## src/rtl/axi_lite_pkg.sv

```systemverilog
// Shared AXI-Lite types, plus the state encoding used by the request arbiter.
package axi_lite_pkg;

  typedef logic [31:0] addr_t;
  typedef logic [31:0] data_t;

  typedef enum logic [1:0] {
    RESP_OKAY   = 2'b00,
    RESP_EXOKAY = 2'b01,
    RESP_SLVERR = 2'b10,
    RESP_DECERR = 2'b11
  } resp_t;

  typedef enum logic [1:0] {
    IDLE,
    ISSUE,
    WAIT,
    RESP
  } arb_state_t;

endpackage

```

## src/rtl/rr_arbiter.sv

```systemverilog
// Combinational round-robin pick: first set request at or above ptr, wrapping.
module rr_arbiter #(
  parameter int NUM_REQ = 4,
  parameter int IDX_W   = $clog2(NUM_REQ)
) (
  input  logic [NUM_REQ-1:0] req,
  input  logic [IDX_W-1:0]   ptr,
  output logic [NUM_REQ-1:0] grant_onehot,
  output logic [IDX_W-1:0]   grant_idx,
  output logic               any_grant
);

  // NOTE: every output gets a default before the search loop, so no path leaves
  // a value unassigned and no latch is inferred.
  always_comb begin
    grant_onehot = '0;
    grant_idx    = '0;
    any_grant    = 1'b0;
    for (int i = 0; i < NUM_REQ; i++) begin
      if (!any_grant && req[(int'(ptr) + i) % NUM_REQ]) begin
        any_grant                                   = 1'b1;
        grant_idx                                   = IDX_W'((int'(ptr) + i) % NUM_REQ);
        grant_onehot[(int'(ptr) + i) % NUM_REQ]     = 1'b1;
      end
    end
  end

endmodule

```

## src/rtl/axi_lite_req_arbiter.sv

```systemverilog
// Shares one AXI-Lite master control port between NUM_REQ requesters, one
// outstanding transaction at a time, granted round-robin.
module axi_lite_req_arbiter
  import axi_lite_pkg::*;
#(
  parameter int NUM_REQ = 4,
  parameter int IDX_W   = $clog2(NUM_REQ)
) (
  input  logic                  clk,
  input  logic                  rst,
  input  logic [NUM_REQ-1:0]    req_valid,
  input  logic [NUM_REQ-1:0]    req_write,
  input  logic [NUM_REQ*32-1:0] req_addr,
  input  logic [NUM_REQ*32-1:0] req_wdata,
  output logic [NUM_REQ-1:0]    req_ready,
  output logic [NUM_REQ-1:0]    rsp_valid,
  output logic [31:0]           rsp_rdata,
  output logic                  rsp_error,
  output logic                  busy,
  output logic [31:0]           mst_waddr,
  output logic [31:0]           mst_wdata,
  output logic                  mst_start_write,
  input  logic                  mst_w_done,
  input  logic                  mst_w_error,
  output logic [31:0]           mst_raddr,
  output logic                  mst_start_read,
  input  logic [31:0]           mst_rdata,
  input  logic                  mst_r_done,
  input  logic                  mst_r_error
);

  arb_state_t         state_q, state_d;
  logic [IDX_W-1:0]   rr_ptr_q, rr_ptr_d;
  logic [IDX_W-1:0]   gnt_q, gnt_d;
  logic               write_q, write_d;
  logic [NUM_REQ-1:0] req_ready_q, req_ready_d;
  logic [NUM_REQ-1:0] rsp_valid_q, rsp_valid_d;
  data_t              rsp_rdata_q, rsp_rdata_d;
  logic               rsp_error_q, rsp_error_d;
  logic               busy_q, busy_d;
  addr_t              mst_waddr_q, mst_waddr_d;
  data_t              mst_wdata_q, mst_wdata_d;
  addr_t              mst_raddr_q, mst_raddr_d;
  logic               start_w_q, start_w_d;
  logic               start_r_q, start_r_d;

  logic [NUM_REQ-1:0] grant_onehot;
  logic [IDX_W-1:0]   grant_idx;
  logic               any_grant;

  rr_arbiter #(
    .NUM_REQ (NUM_REQ),
    .IDX_W   (IDX_W)
  ) u_rr_arbiter (
    .req          (req_valid),
    .ptr          (rr_ptr_q),
    .grant_onehot (grant_onehot),
    .grant_idx    (grant_idx),
    .any_grant    (any_grant)
  );

  // Outputs are computed from the next state, so each registered output lines
  // up with the state it belongs to (start in ISSUE, rsp_valid in RESP).
  always_comb begin
    state_d     = state_q;
    rr_ptr_d    = rr_ptr_q;
    gnt_d       = gnt_q;
    write_d     = write_q;
    req_ready_d = '0;
    rsp_valid_d = '0;
    rsp_rdata_d = rsp_rdata_q;
    rsp_error_d = rsp_error_q;
    mst_waddr_d = mst_waddr_q;
    mst_wdata_d = mst_wdata_q;
    mst_raddr_d = mst_raddr_q;
    start_w_d   = 1'b0;
    start_r_d   = 1'b0;

    unique case (state_q)
      IDLE: begin
        if (any_grant) begin
          state_d     = ISSUE;
          req_ready_d = grant_onehot;
          gnt_d       = grant_idx;
          write_d     = req_write[grant_idx];
          rr_ptr_d    = (grant_idx == IDX_W'(NUM_REQ - 1)) ? '0 : grant_idx + 1'b1;
          if (req_write[grant_idx]) begin
            mst_waddr_d = req_addr[int'(grant_idx)*32 +: 32];
            mst_wdata_d = req_wdata[int'(grant_idx)*32 +: 32];
            start_w_d   = 1'b1;
          end else begin
            mst_raddr_d = req_addr[int'(grant_idx)*32 +: 32];
            start_r_d   = 1'b1;
          end
        end
      end
      ISSUE: state_d = WAIT;
      WAIT: begin
        // Only the done of the issued direction counts; the other may be stale.
        if (write_q ? mst_w_done : mst_r_done) begin
          state_d            = RESP;
          rsp_valid_d[gnt_q] = 1'b1;
          rsp_error_d        = write_q ? mst_w_error : mst_r_error;
          rsp_rdata_d        = write_q ? '0 : mst_rdata;
        end
      end
      RESP:    state_d = IDLE;
      default: state_d = IDLE;
    endcase

    busy_d = (state_d != IDLE);
  end

  // NOTE: state registers use non-blocking assignments so every flop samples
  // the pre-edge values of the others.
  always_ff @(posedge clk) begin
    // NOTE: the datapath registers are reset too, because every output must
    // read 0 while reset is applied.
    if (!rst) begin
      state_q     <= IDLE;
      rr_ptr_q    <= '0;
      gnt_q       <= '0;
      write_q     <= 1'b0;
      req_ready_q <= '0;
      rsp_valid_q <= '0;
      rsp_rdata_q <= '0;
      rsp_error_q <= 1'b0;
      busy_q      <= 1'b0;
      mst_waddr_q <= '0;
      mst_wdata_q <= '0;
      mst_raddr_q <= '0;
      start_w_q   <= 1'b0;
      start_r_q   <= 1'b0;
    end else begin
      state_q     <= state_d;
      rr_ptr_q    <= rr_ptr_d;
      gnt_q       <= gnt_d;
      write_q     <= write_d;
      req_ready_q <= req_ready_d;
      rsp_valid_q <= rsp_valid_d;
      rsp_rdata_q <= rsp_rdata_d;
      rsp_error_q <= rsp_error_d;
      busy_q      <= busy_d;
      mst_waddr_q <= mst_waddr_d;
      mst_wdata_q <= mst_wdata_d;
      mst_raddr_q <= mst_raddr_d;
      start_w_q   <= start_w_d;
      start_r_q   <= start_r_d;
    end
  end

  assign req_ready       = req_ready_q;
  assign rsp_valid       = rsp_valid_q;
  assign rsp_rdata       = rsp_rdata_q;
  assign rsp_error       = rsp_error_q;
  assign busy            = busy_q;
  assign mst_waddr       = mst_waddr_q;
  assign mst_wdata       = mst_wdata_q;
  assign mst_raddr       = mst_raddr_q;
  assign mst_start_write = start_w_q;
  assign mst_start_read  = start_r_q;

endmodule

```

## config.mk

```make
export PLATFORM = sky130hd
export DESIGN_NAME = axi_lite_req_arbiter
export DESIGN_NICKNAME = d
export VERILOG_FILES = /design/src/rtl/axi_lite_pkg.sv /design/src/rtl/rr_arbiter.sv /design/src/rtl/axi_lite_req_arbiter.sv
export SDC_FILE = /design/constraint.sdc
export NUM_CORES = 1
export LEC_CHECK = 0
export BUFFER_PORTS_ARGS = -buffer_cell sky130_fd_sc_hd__clkbuf_2
export CAP_MARGIN = 25
export CORE_AREA = 2 2 170 172
export DETAILED_ROUTE_END_ITERATION = 16
export DIE_AREA = 0 0 172 174
export SYNTH_ARGS = -nofsm -noshare
export SYNTH_HDL_FRONTEND = slang
export SYNTH_HIERARCHICAL = 1
export SYNTH_SLANG_ARGS = --single-unit
```

## constraint.sdc

```tcl
create_clock -name clk -period 8 [get_ports clk]
set_input_delay 1.6 -clock clk [delete_from_list [all_inputs] [get_ports clk]]
set_output_delay 1.6 -clock clk [all_outputs]
set_load 0.1 [all_outputs]
```

==> run_results.csv <==
group,metric,value,unit
sta,clock_skew,0.01397,ns
sta,final.setup.worst_slack,3.072,ns
worst_setup_path,start_kind,"input port",
worst_hold_path,min_path_type,"flip-flop to flip-flop",
grt,grt_pass1_vias,6540,
run,maxCapViolations,0,
synthesis,async_flop_share,0,
route,drt_iter0_drc,270,
worst_setup_path,crit_buf_inv,3,
cells_and_area,area_growth,43.98,%
synthesis,synth_compound_area_frac,0.1203,
synthesis,syn_inst,653,
worst_setup_path,path_delay_family,"buffers and inverters",
synthesis,synth_sequential_area_ratio,0.4191,
sta,period_share,0.6159,
placed_design,dp_hpwl,19010,microns
floorplanning,rows,62,
clock_tree,cts_hold_buf,0,
clock_tree,cts_tree,"done",
sta,relSlewSlack,0.4307,
grt,grt_pass1_wl,35570,microns
synthesis,ys_warn_count,6,
clock_tree,cts_setup_buffers,0,
cells_and_area,regArea,0.002943,sq mm
worst_setup_path,worstPathMaxFanout,35,
worst_setup_path,worstPathCellList,"clkbuf_2 -> mux4_2 -> and2b_2 -> o21ai_0 -> o31ai_4 -> buf_4 -> mux2i_4 -> o22a_2 -> buf_4 -> nand2_1 -> a21oi_1",
sta,tightest_slew,0.8540,ns
synthesis,synth_fa_ha_area_frac,0.01426,
synthesis,synthSimpleGateAreaFrac,0.1185,
route,via_per_inst,4.604,
route,first_pass_iters,4,
route,drc,0,
synthesis,synth_top_family_by_area,"multiplexers",
synthesis,syn-num-nets,963,
placed_design,place_ws,2.558,ns
synthesis,synth.most_common_cell,"dfxtp_1",
sta,hold_violations,0,
worst_setup_path,cp.required,8.34,ns
synthesis,syn-cell-area,0.007022,sq mm
placed_design,portBuffers,441,
clock_tree,clk_path_buf_depth,2,
clock_tree,ctsResizeCount,0,
worst_setup_path,critPathSlowestCell,"mux4_2",
synthesis,ys_top_cells_by_area,"dfxtp_1, mux4_2, nand2_1",
sta,setup_viol,0,
synthesis,synth_area_leader_cell,"dfxtp_1",
floorplanning,dieArea,0.02993,sq mm
grt,overflow,0,
sta,fmax,0.2029,GHz
sta,setup_tns,0,ns
floorplanning,die_h,174,microns
clock_tree,htreeDepth,4,
floorplanning,core-area,0.02824,sq mm
clock_tree,clk-insertion-delay-late,0.42,ns
floorplanning,die_w,172,microns
worst_setup_path,endpoint_kind,"flip-flop",
sta,rsz0062_at_grt,"no",
synthesis,dominantRegCellSynth,"dfxtp_1",
synthesis,yosysTopAreaCellShare,0.4191,
worst_setup_path,cp_slowest_stage_delay,0.61,ns
grt,grt.total_usage,0.1532,
sta,final.min_clock_period,4.928,ns
clock_tree,numCtsBuffers,17,
synthesis,synthDistinctLibCells,39,
cells_and_area,drive_gt1_frac,0.5190,
sta,drv_slew,0,
route,wire_per_inst,16.45,microns
worst_setup_path,cp.arrival,5.27,ns
route,ant_nets,0,
synthesis,synth_xor_area_frac,0,
synthesis,synth-edff-count,0,
grt,grt_max_degree,57,
cells_and_area,nFillCells,2969,
clock_tree,clkSinkCount,147,
grt,grt_antenna_before_repair,2,
route,vias,6749,
synthesis,yosys-top-cells-count,"dfxtp_1, nand2_1, a21oi_1",
cells_and_area,final_nets,1378,
synthesis,synth_seq_cells,147,
worst_setup_path,cp_common_cell,"buf_4",
placed_design,gp_congestion,0.8416,
outcome,status,"finished, final reports clean",
cells_and_area,multi_input_area,0.003766,sq mm
clock_tree,clk_pin_slew_worst_paths,0.07,ns
worst_setup_path,worstSetupPathType,"input port to flip-flop",
floorplanning,io_pins,442,
route,wl,24120,microns
synthesis,synthMuxAreaShare,0.2790,
clock_tree,cts-root-buf,"clkbuf_16",
synthesis,avgSynthCellArea,10.75,sq um
floorplanning,start_util,0.2487,
[layer usage]
layer  routed length [microns]  track usage  vias to the layer above
met5                        12            0                        -
met4                       549      0.05252                        2
met3                      1901      0.03962                       32
met2                     11820       0.2689                      283
met1                      9829       0.1799                     3214
li1                          -            -                     3218
[registers in the layout (all words and copies together), names as in the netlist]
| signal | cells |
|---|---|
| mst_start_read | 1 |
| rsp_error | 1 |
| busy | 1 |
| state_q | 2 |
| rsp_rdata | 32 |
| write_q | 1 |
| mst_start_write | 1 |
| req_ready | 4 |
| rr_ptr_q | 2 |
| mst_wdata | 32 |
| rsp_valid | 4 |
| mst_raddr | 32 |
| gnt_q | 2 |
| mst_waddr | 32 |
[cell families (layout without fill, tap and decap cells)]
| group | count (synthesis) | in the layout |
|---|---|---|
| mux | 108 | 108 |
| flops | 147 | 147 |
| compound gates | 129 | 129 |
| other cells | 0 | 1 |
| fa+ha+maj | 8 | 8 |
| simple gates | 200 | 200 |
| buf+inv | 61 | 489 |
[cells in the final DEF (no fill, tap or decap), types with 2 or more instances in the layout]
cell type	instances
mux4_1	2
nor2_1	39
nand2b_1	2
o21ai_0	10
nor3b_1	2
nand3_1	2
clkbuf_16	17
nor2b_1	2
a22o_1	32
clkbuf_2	441
inv_1	6
a21oi_1	70
mux2_2	2
a22oi_1	8
and2_1	2
inv_8	5
nor3_1	3
and3_1	6
ha_1	8
inv_6	7
mux4_2	66
dfxtp_1	147
mux2i_1	36
buf_4	8
nand2_1	137
[through the flow]
step                cell area, sq um  hold WS [ns]  cells    util
floorplan                       7022        0.4473    653       -
global placement                9484        0.4373   1432  0.3359
detailed placement              9512        0.4431   1433  0.3368
CTS                            10110        0.4517   1465  0.3579
global route                   10110        0.4687   1465  0.3579
finish                         10110        0.4505   1466  0.3580
[tightest hold or removal path: stages, from the launching register on]
cell	delay, ns
dfxtp_1	0.31
nand2_1	0.05
a21oi_1	0.05
[worst paths after layout]
kind / slack [ns] / from / cells past startpoint / endpoint
worst max register to register: 3.22 / rr_ptr_q[0] / 12 / mst_waddr[3]
worst min-delay path: 0.45 / mst_waddr[19] / 2 / mst_waddr[19]
worst max-delay path: 3.07 / req_valid[2] / 11 / mst_waddr[3]
worst min register to register: 0.45 / mst_waddr[19] / 2 / mst_waddr[19]
[area by class of cell]
cell class              count  share of cell area
diodes                      1           0.0002475
clock buffers              18             0.04344
clock inverters            14             0.01547
inverters                   7            0.002723
multi-input cells         445              0.3725
flip-flops and latches    147              0.2911
well taps                 384             0.04752
repair buffers            450              0.2270
Power is not shown: default switching activity piles up to over one toggle a cycle in this logic, so the estimate is an artifact.
